--- config.mk ---
export PLATFORM = sky130hd
export DESIGN_NAME = note_pattern_sequencer_flat
export DESIGN_NICKNAME = d
export VERILOG_FILES = /design/src/rtl/note_pattern_sequencer_if.sv /design/src/rtl/note_pattern_sequencer.sv /design/src/flat_wrapper.sv
export SDC_FILE = /design/constraint.sdc
export NUM_CORES = 1
export LEC_CHECK = 0
export ABC_AREA = 1
export BUFFER_PORTS_ARGS = -buffer_cell sky130_fd_sc_hd__buf_2
export CORE_ASPECT_RATIO = 1.4
export CORE_MARGIN = 1
export CORE_UTILIZATION = 60
export CTS_CLUSTER_SIZE = 20
export DETAILED_ROUTE_END_ITERATION = 16
export PLACE_DENSITY = 0.78
export SLEW_MARGIN = 25
export SYNTH_ARGS = -nofsm -noshare
export SYNTH_HDL_FRONTEND = slang
export SYNTH_SLANG_ARGS = --single-unit
export TNS_END_PERCENT = 5
--- constraint.sdc ---
create_clock -name clk -period 4.7 [get_ports clk]
set_input_delay 0.94 -clock clk [delete_from_list [all_inputs] [get_ports clk]]
set_output_delay 0.94 -clock clk [all_outputs]
set_load 0.01 [all_outputs]
--- src/rtl/note_pattern_sequencer_if.sv ---
// Bundle of the event and display signals around the note pattern sequencer.
//   note_vld    : 1-cycle strobe from the note recognizer
//   note_idx    : note index, 0..11 valid, 12..15 invalid
//   key_next    : manual advance key, already synchronous and debounced
//   pattern     : display pattern select (0..2 note classes, 3 default)
//   pattern_chg : 1-cycle pulse on every edge where pattern changes
//   sticky_note : last committed note, 4'hF when none
//   anim_tick   : 1-cycle enable for the animation counters
//   busy        : high while confirming a note or holding a committed one
// master drives the note/key side; slave is the sequencer itself.
interface note_pattern_sequencer_if;
    logic       note_vld;
    logic [3:0] note_idx;
    logic       key_next;
    logic [1:0] pattern;
    logic       pattern_chg;
    logic [3:0] sticky_note;
    logic       anim_tick;
    logic       busy;

    modport master (
        output note_vld, note_idx, key_next,
        input  pattern, pattern_chg, sticky_note, anim_tick, busy
    );

    modport slave (
        input  note_vld, note_idx, key_next,
        output pattern, pattern_chg, sticky_note, anim_tick, busy
    );
endinterface

--- src/rtl/note_pattern_sequencer.sv ---
// Controller between the note recognizer and the graphics pattern generator.
// Qualifies note strobes by consecutive matches, commits a confirmed note as
// the sticky note and its pattern, holds it for a minimum dwell, and cycles
// patterns on its own when no music is heard. Also produces the animation tick.
// Ports:
//   clk : system clock
//   rst : asynchronous, active-high reset
//   bus : note_pattern_sequencer_if.slave (note/key inputs, display outputs)
//
// state     | meaning
// ----------+---------------------------------------------------------------
// S_IDLE    | no candidate; auto-advance every idle_ms, key_next advances
// S_CONFIRM | counting consecutive equal strobes; times out after idle_ms
// S_HOLD    | committed note shown; all inputs ignored for hold_ms
// (commit is the single edge CONFIRM/IDLE -> HOLD, not a state of its own)
module note_pattern_sequencer #(
    parameter int unsigned clk_mhz     = 50,
    parameter int unsigned confirm_cnt = 4,
    parameter int unsigned hold_ms     = 500,
    parameter int unsigned idle_ms     = 4000,
    parameter int unsigned w_tick      = 20
) (
    input  logic                      clk,
    input  logic                      rst,
    note_pattern_sequencer_if.slave   bus
);

    localparam int unsigned PRE     = clk_mhz * 1000;
    localparam int unsigned PRE_W   = (PRE > 1) ? $clog2(PRE) : 1;
    localparam int unsigned MAX_MS  = (idle_ms > hold_ms) ? idle_ms : hold_ms;
    localparam int unsigned TMR_W   = $clog2(MAX_MS + 1);
    localparam int unsigned MATCH_W = $clog2(confirm_cnt + 1);

    typedef enum logic [1:0] {
        S_IDLE,
        S_CONFIRM,
        S_HOLD
    } state_t;

    state_t               state, state_n;
    logic [PRE_W-1:0]     pre_cnt;
    logic                 ms_tick;
    logic [TMR_W-1:0]     tmr;
    logic                 tmr_clr;
    logic                 exp_idle, exp_hold;
    logic [w_tick-1:0]    anim_cnt;
    logic                 anim_tick_q;
    logic                 key_q, key_rise;
    logic                 strobe_ok;
    logic [3:0]           cand, cand_n;
    logic [MATCH_W-1:0]   match, match_n, match_inc;
    logic [1:0]           pattern_q, pattern_n;
    logic                 chg_q;
    logic [3:0]           sticky_q, sticky_n;
    logic                 busy_q;

    function automatic logic [1:0] note_class(input logic [3:0] idx);
        return 2'(idx % 4'd3);
    endfunction

    // 3 -> 0 -> 1 -> 2 -> 0
    function automatic logic [1:0] advance(input logic [1:0] p);
        return (p >= 2'd2) ? 2'd0 : p + 2'd1;
    endfunction

    assign ms_tick   = (pre_cnt == PRE_W'(PRE - 1));
    assign exp_idle  = (tmr == TMR_W'(idle_ms));
    assign exp_hold  = (tmr == TMR_W'(hold_ms));
    assign key_rise  = bus.key_next & ~key_q;
    assign strobe_ok = bus.note_vld && (bus.note_idx < 4'd12);
    assign match_inc = match + 1'b1;

    // Free-running prescaler; the FSM timer is cleared independently, so a
    // restart lands anywhere inside a ms period (+0/-1 ms accuracy).
    always_ff @(posedge clk or posedge rst) begin
        if (rst) begin
            pre_cnt <= '0;
        end else if (ms_tick) begin
            pre_cnt <= '0;
        end else begin
            pre_cnt <= pre_cnt + 1'b1;
        end
    end

    always_ff @(posedge clk or posedge rst) begin
        if (rst) begin
            anim_cnt    <= '0;
            anim_tick_q <= 1'b0;
        end else begin
            anim_cnt    <= anim_cnt + 1'b1;
            anim_tick_q <= &anim_cnt;
        end
    end

    always_ff @(posedge clk or posedge rst) begin
        if (rst) begin
            tmr <= '0;
        end else if (tmr_clr) begin
            tmr <= '0;
        end else if (ms_tick) begin
            tmr <= tmr + 1'b1;
        end
    end

    always_ff @(posedge clk or posedge rst) begin
        if (rst) begin
            state     <= S_IDLE;
            key_q     <= 1'b0;
            cand      <= '0;
            match     <= '0;
            pattern_q <= 2'd3;
            chg_q     <= 1'b0;
            sticky_q  <= 4'hF;
            busy_q    <= 1'b0;
        end else begin
            state     <= state_n;
            key_q     <= bus.key_next;
            cand      <= cand_n;
            match     <= match_n;
            pattern_q <= pattern_n;
            chg_q     <= (pattern_n != pattern_q);
            sticky_q  <= sticky_n;
            busy_q    <= (state_n != S_IDLE);
        end
    end

    always_comb begin
        state_n   = state;
        cand_n    = cand;
        match_n   = match;
        pattern_n = pattern_q;
        sticky_n  = sticky_q;
        tmr_clr   = 1'b0;
        case (state)
            S_IDLE: begin
                if (strobe_ok) begin
                    tmr_clr = 1'b1;
                    if (confirm_cnt == 1) begin
                        sticky_n  = bus.note_idx;
                        pattern_n = note_class(bus.note_idx);
                        match_n   = '0;
                        state_n   = S_HOLD;
                    end else begin
                        cand_n  = bus.note_idx;
                        match_n = MATCH_W'(1);
                        state_n = S_CONFIRM;
                    end
                end else if (exp_idle || key_rise) begin
                    // both in one cycle still advance a single step
                    pattern_n = advance(pattern_q);
                    tmr_clr   = 1'b1;
                end
            end
            S_CONFIRM: begin
                // key wins over timeout and over a same-cycle commit
                if (key_rise) begin
                    pattern_n = advance(pattern_q);
                    match_n   = '0;
                    state_n   = S_IDLE;
                    tmr_clr   = 1'b1;
                end else if (exp_idle) begin
                    match_n = '0;
                    state_n = S_IDLE;
                    tmr_clr = 1'b1;
                end else if (strobe_ok) begin
                    if (bus.note_idx == cand) begin
                        if (match_inc == MATCH_W'(confirm_cnt)) begin
                            sticky_n  = cand;
                            pattern_n = note_class(cand);
                            match_n   = '0;
                            state_n   = S_HOLD;
                            tmr_clr   = 1'b1;
                        end else begin
                            match_n = match_inc;
                        end
                    end else begin
                        // new candidate keeps the running timeout
                        cand_n  = bus.note_idx;
                        match_n = MATCH_W'(1);
                    end
                end
            end
            S_HOLD: begin
                if (exp_hold) begin
                    state_n = S_IDLE;
                    tmr_clr = 1'b1;
                end
            end
            default: begin
                state_n = S_IDLE;
                tmr_clr = 1'b1;
            end
        endcase
    end

    assign bus.pattern     = pattern_q;
    assign bus.pattern_chg = chg_q;
    assign bus.sticky_note = sticky_q;
    assign bus.anim_tick   = anim_tick_q;
    assign bus.busy        = busy_q;

endmodule

--- src/flat_wrapper.sv ---
// flat-port wrapper written by rule: the top's interface ports become plain ports
module note_pattern_sequencer_flat 
#(
    parameter int unsigned clk_mhz     = 50,
    parameter int unsigned confirm_cnt = 4,
    parameter int unsigned hold_ms     = 500,
    parameter int unsigned idle_ms     = 4000,
    parameter int unsigned w_tick      = 20
)
  (clk, rst, bus_note_vld, bus_note_idx, bus_key_next, bus_pattern, bus_pattern_chg, bus_sticky_note, bus_anim_tick, bus_busy);
  note_pattern_sequencer_if bus_i ();
  input  logic clk;
  input  logic rst;
  input wire logic [$bits(bus_i.note_vld)-1:0] bus_note_vld;
  input wire logic [$bits(bus_i.note_idx)-1:0] bus_note_idx;
  input wire logic [$bits(bus_i.key_next)-1:0] bus_key_next;
  output wire logic [$bits(bus_i.pattern)-1:0] bus_pattern;
  output wire logic [$bits(bus_i.pattern_chg)-1:0] bus_pattern_chg;
  output wire logic [$bits(bus_i.sticky_note)-1:0] bus_sticky_note;
  output wire logic [$bits(bus_i.anim_tick)-1:0] bus_anim_tick;
  output wire logic [$bits(bus_i.busy)-1:0] bus_busy;
  assign bus_i.note_vld = bus_note_vld;
  assign bus_i.note_idx = bus_note_idx;
  assign bus_i.key_next = bus_key_next;
  assign bus_pattern = bus_i.pattern;
  assign bus_pattern_chg = bus_i.pattern_chg;
  assign bus_sticky_note = bus_i.sticky_note;
  assign bus_anim_tick = bus_i.anim_tick;
  assign bus_busy = bus_i.busy;
  note_pattern_sequencer #(.clk_mhz(clk_mhz), .confirm_cnt(confirm_cnt), .hold_ms(hold_ms), .idle_ms(idle_ms), .w_tick(w_tick)) u_core (.clk(clk), .rst(rst), .bus(bus_i));
endmodule
==> results.sh, run 1 <==
export IMPL_dieHeight_um=94.82
export IMPL_track_usage=0.2512
export IMPL_ff_latch_area_um2=1684
export IMPL_wl_mm=6.869
export IMPL_wire_per_inst_um=12.22
export IMPL_io_pins=17
export IMPL_yosys_warnings=0
export IMPL_htree_levels=3
export IMPL_antenna_found_initial=0
export IMPL_syn_to_final_growth_pct=11.18
export IMPL_ys_seq_elements=67
export IMPL_gp_congestion=0.8846
export IMPL_fin_nets=504
export IMPL_drtPass1Iterations=4
export IMPL_root_buffer="clkbuf_8"
export IMPL_cts_tree="built"
export IMPL_maxSlewViolCount=0
export IMPL_initial_core_util=0.6253
export IMPL_detail_route_antenna_nets=0
export IMPL_synth_top_area_share=0.4134
export IMPL_grt_max_degree=35
export IMPL_grt_pass1_vias=2822
export IMPL_worstMarginPinSlew_ns=0.6973
export IMPL_cp_slowest_stage_delay_ns=0.43
export IMPL_drive_gt1_frac=0.1443
export IMPL_row_count=33
export IMPL_cts_made_buffers=9
export IMPL_cellLeakagePower_nw=2.041
export IMPL_yosys_top_cells_area="dfrtp_1, nand2_1, inv_1"
export IMPL_syn_area_per_cell_um2=8.027
export IMPL_holdBufCountCts=0
export IMPL_crit_path_cell_trace="inv_2 -> nor2_1 -> ha_1 -> inv_1 -> ha_1 -> nand2_1 -> nand2_1 -> o21ai_1 -> inv_1 -> ha_1 -> inv_1 -> nand4_1 -> nand2_1 -> nand2_1 -> nand3_1 -> nand2_1 -> nand2_1 -> nand2_1 -> nand2_1 -> nand3_1"
export IMPL_syn_nets=477
export IMPL_vias=2947
export IMPL_synth_top_flop_cell="dfrtp_1"
export IMPL_cts_sinks=67
export IMPL_die_area_um2=6476
export IMPL_clock_latency_ns=0.35
export IMPL_powerDensity_nw_per_um2=405.7
export IMPL_status="complete, no violations"
export IMPL_fillers=482
export IMPL_tns_ns=0
export IMPL_hold_class="reg -> reg"
export IMPL_clock_fmax_ghz=0.4294
export IMPL_final_area_um2=4105
export IMPL_crit_fanout=4
export IMPL_crit_path_end_kind="flop"
export IMPL_grt_first_pass_wirelength_mm=12.06
export IMPL_cts_setup_buffers=0
export IMPL_io_buffer_count=16
export IMPL_multiInputGateArea_um2=1707
export IMPL_slew_limit_headroom=0.5344
export IMPL_clock_skew_ns=0.01173
export IMPL_vias_per_cell=5.244
export IMPL_holdWs_ns=0.4713
export IMPL_min_period_over_period=0.4955
export IMPL_layout_setup_ws_ns=2.371
export IMPL_grt_setup_unrepaired="false"
export IMPL_cts_resized=0
export IMPL_drc=0
export IMPL_synth_edf_count=0
export IMPL_cts_buffer_depth=2
export IMPL_drt_iter0_markers=161
export IMPL_dpl_hpwl_mm=5.076
export IMPL_die_x_um=68.30
export IMPL_clk_pin_slew_worst_paths_ns=0.07
export IMPL_synthCells=460
export IMPL_cap_violations=0
export IMPL_arrival_ns=2.56
export IMPL_num_antenna_cells=0
export IMPL_cpMostUsedCell="nand2_1"
export IMPL_coreArea_um2=5904
export IMPL_setup_viol=0
export IMPL_seq_area_frac_synth=0.4561
export IMPL_synthArstFlopShare=1.000
export IMPL_place_ws_ns=2.320
export IMPL_crit_slowest_cell="dfrtp_1"
export IMPL_dp_cells=546
export IMPL_crit_path_start_kind="flop"
export IMPL_critPathKind="reg -> reg"
export IMPL_cp_required_ns=4.93
export IMPL_ir_drop_mv=0.3570
export IMPL_synth_largest_area_cell="dfrtp_1"
export IMPL_synth_distinct_cells=34
export IMPL_syn_area_um2=3692
export IMPL_hold_viol=0
export IMPL_stdcell_count=562
export IMPL_dpl_cell_area_um2=3862
export IMPL_timing_final_crit_period_ns=2.329
export IMPL_grt_ovfl_total=0
## area by class of cell
cell class,count,share of cell area
multi-input cells,313,0.4157
flip-flops and latches,67,0.4102
inverters,79,0.07223
clock buffers,10,0.03109
clock inverters,6,0.02804
repair buffers,17,0.02133
well taps,70,0.02133
## cell families (layout without fill, tap and decap cells)
family,Yosys count,in the layout,share of synthesized area
simple gates,237,237,0.3118
buf+inv,80,112,0.08166
flops,67,67,0.4561
compound gates,41,41,0.05829
xor+xnor,26,26,0.06167
fa+ha+maj,9,9,0.03050
## routing by layer
layer / wire (um) / GRT usage / vias to the layer above
li1: - / - / 1523
met1: 2979 / 0.2938 / 1370
met2: 3611 / 0.4412 / 41
met3: 150 / 0.04831 / 13
met4: 129 / 0.09375 / 0
met5: 0 / 0 / -
## synth_stat cells, types with 2 or more instances
cell type / count
a21oi_1: 10
dfrtp_1: 61
dfstp_2: 6
ha_1: 9
inv_1: 68
inv_2: 10
nand2_1: 102
nand2_2: 4
nand3_1: 27
nand3_2: 5
nand3b_1: 2
nand4_1: 18
nor2_1: 50
nor2_2: 2
nor2_4: 5
nor3_1: 8
nor3b_1: 3
nor4_1: 5
nor4_2: 2
o21ai_0: 15
o21ai_1: 11
xnor2_1: 7
xor2_1: 19
## registers in the layout, indices dropped and copies added (netlist names), 2 cells and up
name,flops
u_core.anim_cnt,20
u_core.state,2
u_core.cand,4
u_core.bus.sticky_note,4
u_core.bus.pattern,2
u_core.match,3
u_core.tmr,12
u_core.pre_cnt,16
## worst paths after layout
| check | start | end | slack (ns) | cells after the start |
|---|---|---|---|---|
| setup / recovery | u_core.cand[2] | u_core.bus.pattern_chg | 2.37 | 20 |
| hold / removal | u_core.bus.sticky_note[0] | u_core.bus.sticky_note[0] | 0.47 | 2 |
| setup reg to reg | u_core.cand[2] | u_core.bus.pattern_chg | 2.37 | 20 |
| hold reg to reg | u_core.bus.sticky_note[0] | u_core.bus.sticky_note[0] | 0.47 | 2 |
| max in group asynchronous | rst | u_core.bus.sticky_note[3] | 3.05 | 3 |
| min in group asynchronous | rst | u_core.anim_cnt[14] | 0.69 | 2 |
## per-stage QoR
stage / utilization / power [mW]
floorplan: - / 0.9906
global placement: 0.6542 / 1.076
detailed placement: 0.6542 / 1.094
CTS: 0.6953 / 1.676
global route: 0.6953 / 1.776
finish: 0.6953 / 1.665
## critical path, delay by kind of cell (launching register included)
kind	cells	cell delay (ns)
AO/OA/AOI/OAI	1	0.10
flip-flops	1	0.43
buffers and inverters	4	0.26
adder cells (fa/ha/maj)	3	0.54
AND/OR/NAND/NOR	12	0.87
## layout by cell type, fill, tap and decap left out, types with 6 or more instances in the layout
cell type and instances:
o21ai_0 15, nor2_1 50, ha_1 9, o21ai_1 11, dfrtp_1 61, xnor2_1 7, buf_2 16, xor2_1 19
nand2_1 102, nor3_1 8, nand4_1 18, dfstp_2 6, inv_1 67, inv_2 11, a21oi_1 10, nand3_1 27
clkbuf_8 9
## where the power goes
part           internal [mW]  total (mW)  switching (mW)
clock network          0.354       0.583           0.228
registers              0.632       0.677          0.0451
logic                  0.142       0.406           0.264
Power figures use the tool's default switching activity.
==> run 2, diff against run 1 <==
--- a/config.mk
+++ b/config.mk
@@ -5,7 +5,7 @@
 export SDC_FILE = /design/constraint.sdc
 export NUM_CORES = 1
 export LEC_CHECK = 0
-export ABC_AREA = 1
+export ABC_AREA = 0
 export BUFFER_PORTS_ARGS = -buffer_cell sky130_fd_sc_hd__buf_2
 export CORE_ASPECT_RATIO = 1.4
 export CORE_MARGIN = 1
==> constraint.sdc (replaced) <==
create_clock -name clk -period 2.4 [get_ports clk]
set_input_delay 0.48 -clock clk [delete_from_list [all_inputs] [get_ports clk]]
set_output_delay 0.48 -clock clk [all_outputs]
set_load 0.01 [all_outputs]
==> results.sh, run 2 <==
export IMPL_reg2reg_depth=13
export IMPL_root_buffer="clkbuf_8"
export IMPL_syn_nets=355
export IMPL_io_pins=17
export IMPL_grt_max_degree=68
export IMPL_crit_path_cell_trace="inv_2 -> nor2_2 -> ha_2 -> inv_2 -> ha_4 -> o311a_1 -> o21bai_4 -> ha_4 -> or4b_4 -> a22o_1 -> a2111oi_4 -> o31ai_1 -> o221ai_2"
export IMPL_synth_compound_area_frac=0.09314
export IMPL_muxShareOfSynthArea=0.02310
export IMPL_die_area_um2=5997
export IMPL_clk_pin_slew_worst_paths_ns=0.07
export IMPL_drt_iter0_markers=127
export IMPL_layout_setup_ws_ns=-0.2829
export IMPL_stdcell_count=449
export IMPL_synth_edf_count=0
export IMPL_largest_reg_flops=20
export IMPL_dieHeight_um=91.23
export IMPL_path_delay_family="compound AO/OA/AOI/OAI gates"
export IMPL_synth_distinct_cells=56
export IMPL_vias=2578
export IMPL_die_x_um=65.74
export IMPL_crit_path_start_kind="flop"
export IMPL_grt_ovfl_total=0
export IMPL_synth_top_area_share=0.4474
export IMPL_cap_violations=0
export IMPL_min_period_over_period=1.118
export IMPL_hold_viol=0
export IMPL_violations="setup timing"
export IMPL_coreArea_um2=5485
export IMPL_startpoint="u_core.cand[2]"
export IMPL_yosys_warnings=0
export IMPL_regMostFlops="u_core.anim_cnt"
export IMPL_cp_slowest_stage_delay_ns=0.49
export IMPL_yosys_top_cells_area="dfrtp_1, xnor2_1, dfstp_2"
export IMPL_antenna_found_initial=0
export IMPL_drc=0
export IMPL_io_buffer_count=16
export IMPL_power_mw=2.897
export IMPL_holdBufCountCts=0
export IMPL_ys_seq_elements=67
export IMPL_drtPass1Iterations=4
export IMPL_clock_fmax_ghz=0.3727
export IMPL_synthArstFlopShare=1.000
export IMPL_synthCells=338
export IMPL_vias_per_cell=5.742
export IMPL_grt_first_pass_wirelength_mm=11.24
export IMPL_rrSetupSlack_ns=-0.28
export IMPL_cts_sinks=67
export IMPL_synth_top_family_by_area="simple AND/OR/NAND/NOR gates"
export IMPL_syn_area_um2=3412
export IMPL_cellLeakagePower_nw=1.743
export IMPL_clock_latency_ns=0.34
export IMPL_maxSlewViolCount=0
export IMPL_final_common_cell="dfrtp_1"
export IMPL_wire_per_inst_um=14.59
export IMPL_syn_to_final_growth_pct=16.65
export IMPL_gp_congestion=0.8751
export IMPL_status="finished with violations"
export IMPL_tns_ns=-0.7047
export IMPL_fin_nets=393
export IMPL_synth_largest_area_cell="dfrtp_1"
export IMPL_cts_tree="built"
export IMPL_critPathKind="reg -> reg"
export IMPL_wl_mm=6.551
export IMPL_layout_common_cells="dfrtp_1, nor2_1, nand2_1"
export IMPL_synthTopCellsByCount="dfrtp_1, nor2_1, nand2_1, xnor2_1, xor2_1"
export IMPL_cts_buffer_depth=2
export IMPL_syn_area_per_cell_um2=10.09
export IMPL_detail_route_antenna_nets=0
export IMPL_cp_required_ns=2.66
export IMPL_worstMarginPinSlew_ns=0.5319
export IMPL_synth_xor_area_frac=0.1155
export IMPL_drive_gt1_frac=0.2126
export IMPL_cts_made_buffers=9
export IMPL_row_count=32
export IMPL_biggestRegsByFlops="u_core.anim_cnt (20), u_core.pre_cnt (16), u_core.tmr (12)"
export IMPL_reg2reg_to="u_core.bus.pattern_chg"
export IMPL_fillers=393
export IMPL_slew_limit_headroom=0.6426
export IMPL_clock_skew_ns=0.007296
export IMPL_synth_adder_area_share=0.03300
export IMPL_yosysMostFrequentCell="dfrtp_1"
export IMPL_r2r_start="u_core.cand[2]"
export IMPL_cp_num_buf_inv=2
export IMPL_synth_simple_area_share=0.2175
export IMPL_dp_cells=431
export IMPL_grt_setup_unrepaired="true"
export IMPL_track_usage=0.2471
export IMPL_setup_viol=3
export IMPL_crit_slowest_cell="or4b_4"
export IMPL_synth_top_flop_cell="dfrtp_1"
export IMPL_num_antenna_cells=0
export IMPL_grt_pass1_vias=2561
export IMPL_crit_path_end_kind="flop"
export IMPL_ir_drop_mv=0.7012
export IMPL_dpl_hpwl_mm=4.466
export IMPL_arrival_ns=2.94
export IMPL_crit_fanout=3
export IMPL_initial_core_util=0.6220
export IMPL_powerDensity_nw_per_um2=727.8
export IMPL_htree_levels=3
export IMPL_seq_area_frac_synth=0.4936
export IMPL_hold_class="in -> async"
export IMPL_timing_final_crit_period_ns=2.683
export IMPL_holdWs_ns=0.1839
run 2: timing repair:
action                     in CTS  in global routing
gates cloned                    0                  0
setup buffers                   0                  2
pin swaps                       2                  6
gates resized for setup         4                  9
setup endpoints to repair       3                  3
run 2: logic make-up (layout without fill, tap and decap cells):
| kind of cell | count (synthesis) | count (layout) |
|---|---|---|
| AO/OA/AOI/OAI | 45 | 45 |
| XOR/XNOR | 45 | 45 |
| adder cells (fa/ha/maj) | 9 | 9 |
| buffers and inverters | 21 | 64 |
| flip-flops | 67 | 67 |
| multiplexers | 7 | 7 |
| AND/OR/NAND/NOR | 144 | 144 |
run 2: worst max path at each step:
stage,endpoint,slack [ns],depth (start not counted)
global route,u_core.bus.pattern_chg,-0.39,14
CTS,u_core.bus.pattern_chg,-0.25,14
global placement,u_core.bus.pattern_chg,-0.20,12
finish,u_core.bus.pattern_chg,-0.28,13
detailed placement,u_core.bus.pattern_chg,-0.30,13
floorplan,u_core.bus.pattern_chg,-0.28,13
run 2: tightest hold or removal path: cells and delay by family:
kind     cells  cell delay, ns
buf+inv      3            0.45
run 2: per-stage QoR:
stage,util,cell area [um^2],setup WS (ns)
after floorplan,-,3448,-0.2825
after global placement,0.6750,3702,-0.2017
final,0.7256,3980,-0.2829
after detailed placement,0.6750,3702,-0.3023
after global routing,0.7256,3980,-0.3856
after CTS,0.7142,3918,-0.2504
run 2: area by class of cell:
type	instances	area, um^2	area share
repair buffers	33	220.2	0.05533
flip-flops and latches	67	1684	0.4231
inverters	15	56.30	0.01415
clock inverters	5	77.57	0.01949
clock buffers	11	131.4	0.03301
well taps	68	85.08	0.02138
multi-input cells	250	1725	0.4335
run 2: where the power goes:
part	switching [mW]	total (mW)	internal, mW	leakage [nW]
Combinational	0.333	0.639	0.306	0.777
Clock	0.421	1.00	0.582	0.103
Sequential	0.0595	1.25	1.20	0.863
Total	0.813	2.90	2.08	1.74
run 2: per-layer routing:
layer  global-route usage  up-vias  part of all wire  wire length, um
met2               0.4039       48              0.50             3297
met4               0.1196        0             0.025              165
met5                    0        -                 0                0
li1                     -     1268                 -                -
met3              0.04523       14             0.027              178
met1               0.3076     1248              0.44             2909
==> run 3, diff against run 2 <==
--- a/config.mk
+++ b/config.mk
@@ -10,10 +10,10 @@
 export CORE_ASPECT_RATIO = 1.4
 export CORE_MARGIN = 1
 export CORE_UTILIZATION = 60
+export CTS_BUF_LIST = sky130_fd_sc_hd__clkbuf_16
 export CTS_CLUSTER_SIZE = 20
 export DETAILED_ROUTE_END_ITERATION = 16
 export PLACE_DENSITY = 0.78
-export SLEW_MARGIN = 25
 export SYNTH_ARGS = -nofsm -noshare
 export SYNTH_HDL_FRONTEND = slang
 export SYNTH_SLANG_ARGS = --single-unit
==> constraint.sdc (replaced) <==
create_clock -name clk -period 2.9 [get_ports clk]
set_input_delay 0.58 -clock clk [delete_from_list [all_inputs] [get_ports clk]]
set_output_delay 0.58 -clock clk [all_outputs]
set_load 0.01 [all_outputs]
==> results.sh, run 3 (synthesis gave the netlist of run 2 again) <==
export IMPL_fillers=386
export IMPL_reg2reg_depth=13
export IMPL_num_antenna_cells=0
export IMPL_wl_mm=6.612
export IMPL_reg2reg_to="u_core.bus.pattern_chg"
export IMPL_vias=2613
export IMPL_slew_limit_headroom=0.5844
export IMPL_grt_setup_unrepaired="false"
export IMPL_die_area_um2=5997
export IMPL_setup_worst_path_end="u_core.bus.pattern_chg"
export IMPL_clock_fmax_ghz=0.3682
export IMPL_crit_path_end_kind="flop"
export IMPL_critPathKind="reg -> reg"
export IMPL_timing_final_crit_period_ns=2.716
export IMPL_grt_ovfl_total=0
export IMPL_maxSlewViolCount=0
export IMPL_regMostFlops="u_core.anim_cnt"
export IMPL_detail_route_antenna_nets=0
export IMPL_min_period_over_period=0.9366
export IMPL_cts_tree="built"
export IMPL_rrSetupSlack_ns=0.18
export IMPL_biggestRegsByFlops="u_core.anim_cnt (20), u_core.pre_cnt (16), u_core.tmr (12)"
export IMPL_arrival_ns=2.96
export IMPL_cts_sinks=67
export IMPL_die_x_um=65.74
export IMPL_io_pins=17
export IMPL_drtPass1Iterations=4
export IMPL_cts_setup_buffers=0
export IMPL_layout_common_cells="dfrtp_1, nor2_1, nand2_1"
export IMPL_fin_nets=386
export IMPL_dpl_hpwl_mm=4.557
export IMPL_antenna_found_initial=0
export IMPL_htree_levels=3
export IMPL_cp_slowest_stage_delay_ns=0.48
export IMPL_drt_iter0_markers=214
export IMPL_holdWs_ns=0.2657
export IMPL_powerDensity_nw_per_um2=663.4
export IMPL_hold_viol=0
export IMPL_worstMarginPinSlew_ns=0.6186
export IMPL_grt_first_pass_wirelength_mm=11.48
export IMPL_cap_violations=0
export IMPL_root_buffer="clkbuf_16"
export IMPL_cellLeakagePower_nw=1.751
export IMPL_status="complete, no violations"
export IMPL_row_count=32
export IMPL_vias_per_cell=5.912
export IMPL_hold_class="in -> async"
export IMPL_drc=0
export IMPL_setup_viol=0
export IMPL_dieHeight_um=91.23
export IMPL_tns_ns=0
export IMPL_track_usage=0.2539
export IMPL_largest_reg_flops=20
export IMPL_crit_slowest_cell="or4b_4"
export IMPL_startpoint="u_core.cand[2]"
export IMPL_drive_gt1_frac=0.1818
export IMPL_crit_path_start_kind="flop"
export IMPL_holdBufCountCts=0
export IMPL_grt_pass1_vias=2617
export IMPL_coreArea_um2=5485
export IMPL_gp_congestion=0.8856
export IMPL_clock_latency_ns=0.33
export IMPL_io_buffer_count=16
export IMPL_initial_core_util=0.6220
export IMPL_cts_made_buffers=9
export IMPL_crit_path_cell_trace="inv_1 -> nor2_1 -> ha_1 -> inv_1 -> ha_1 -> o311a_1 -> o21bai_1 -> ha_2 -> or4b_4 -> a22o_1 -> a2111oi_4 -> o31ai_1 -> o221ai_2"
export IMPL_final_common_cell="dfrtp_1"
export IMPL_cp_required_ns=3.15
export IMPL_syn_to_final_growth_pct=16.46
export IMPL_wire_per_inst_um=14.96
export IMPL_grt_max_degree=25
export IMPL_ir_drop_mv=0.5049
export IMPL_crit_fanout=4
export IMPL_r2r_start="u_core.cand[2]"
export IMPL_cts_buffer_depth=2
export IMPL_clock_skew_ns=0.006518
export IMPL_clk_pin_slew_worst_paths_ns=0.06
## run 3: cell types whose count changed in the layout (fill, tap and decap cells not counted), sizes merged
cell,change
clkbuf,-2
buf,-7
clkinv,+3
clkinvlp,-1
## run 3: final cells by class
cell class                 instances  area, um^2  area share
timing repair buffer              26       155.1     0.03904
clock buffer                       9       225.2     0.05668
multi-input combinational        250        1675      0.4216
tap                               68       85.08     0.02141
sequential                        67        1684      0.4238
clock inverter                     7       92.59     0.02330
inverter                          15       56.30     0.01417
## run 3: through the flow
stage | area, um^2 | util | std cells | worst slack [ns] | total power, mW
final | 3974 | 0.7245 | 442 | 0.1838 | 2.636
after global routing | 3974 | 0.7245 | 442 | 0.01607 | 2.762
after CTS | 3950 | 0.7201 | 442 | 0.03712 | 2.637
after detailed placement | 3626 | 0.6610 | 426 | -0.05375 | 1.480
after global placement | 3626 | 0.6610 | 426 | 0.06487 | 1.462
after floorplan | 3412 | - | 338 | 0.006183 | 1.347
## run 3: routing by layer
layer	track usage	part of all wire
met5	0	0
met4	0.1377	0.026
met3	0.05905	0.037
met2	0.4201	0.52
met1	0.2959	0.42
## run 3: power by group
| part | switching (mW) | leakage (nW) | internal, mW |
|---|---|---|---|
| clock network | 0.394 | 0.159 | 0.750 |
| registers | 0.0467 | 0.863 | 0.991 |
| logic | 0.255 | 0.729 | 0.200 |
| total | 0.696 | 1.75 | 1.94 |
## run 3: critical path, delay by kind of cell, from the launching register on
family	cells	cell delay, ns
buf+inv	2	0.12
compound gates	6	1.07
simple gates	2	0.57
flops	1	0.34
fa+ha+maj	3	0.53
## run 3: worst min path at each step
stage | startpoint | to | slack, ns | depth (start not counted)
CTS | rst | u_core.anim_cnt[3] | 0.27 | 2
detailed placement | u_core.anim_cnt[0] | u_core.anim_cnt[0] | 0.44 | 1
global placement | u_core.anim_cnt[0] | u_core.anim_cnt[0] | 0.44 | 1
finish | rst | u_core.anim_cnt[3] | 0.27 | 2
floorplan | u_core.anim_cnt[0] | u_core.anim_cnt[0] | 0.42 | 1
global route | rst | u_core.anim_cnt[3] | 0.31 | 2
## run 3: repair_timing
item                                    in CTS  in global routing
endpoints found under the setup margin       2                  2
resized for setup                            2                  6
pin swaps                                    0                  2
cloned                                       0                  0
endpoints found under the hold margin        0                  0
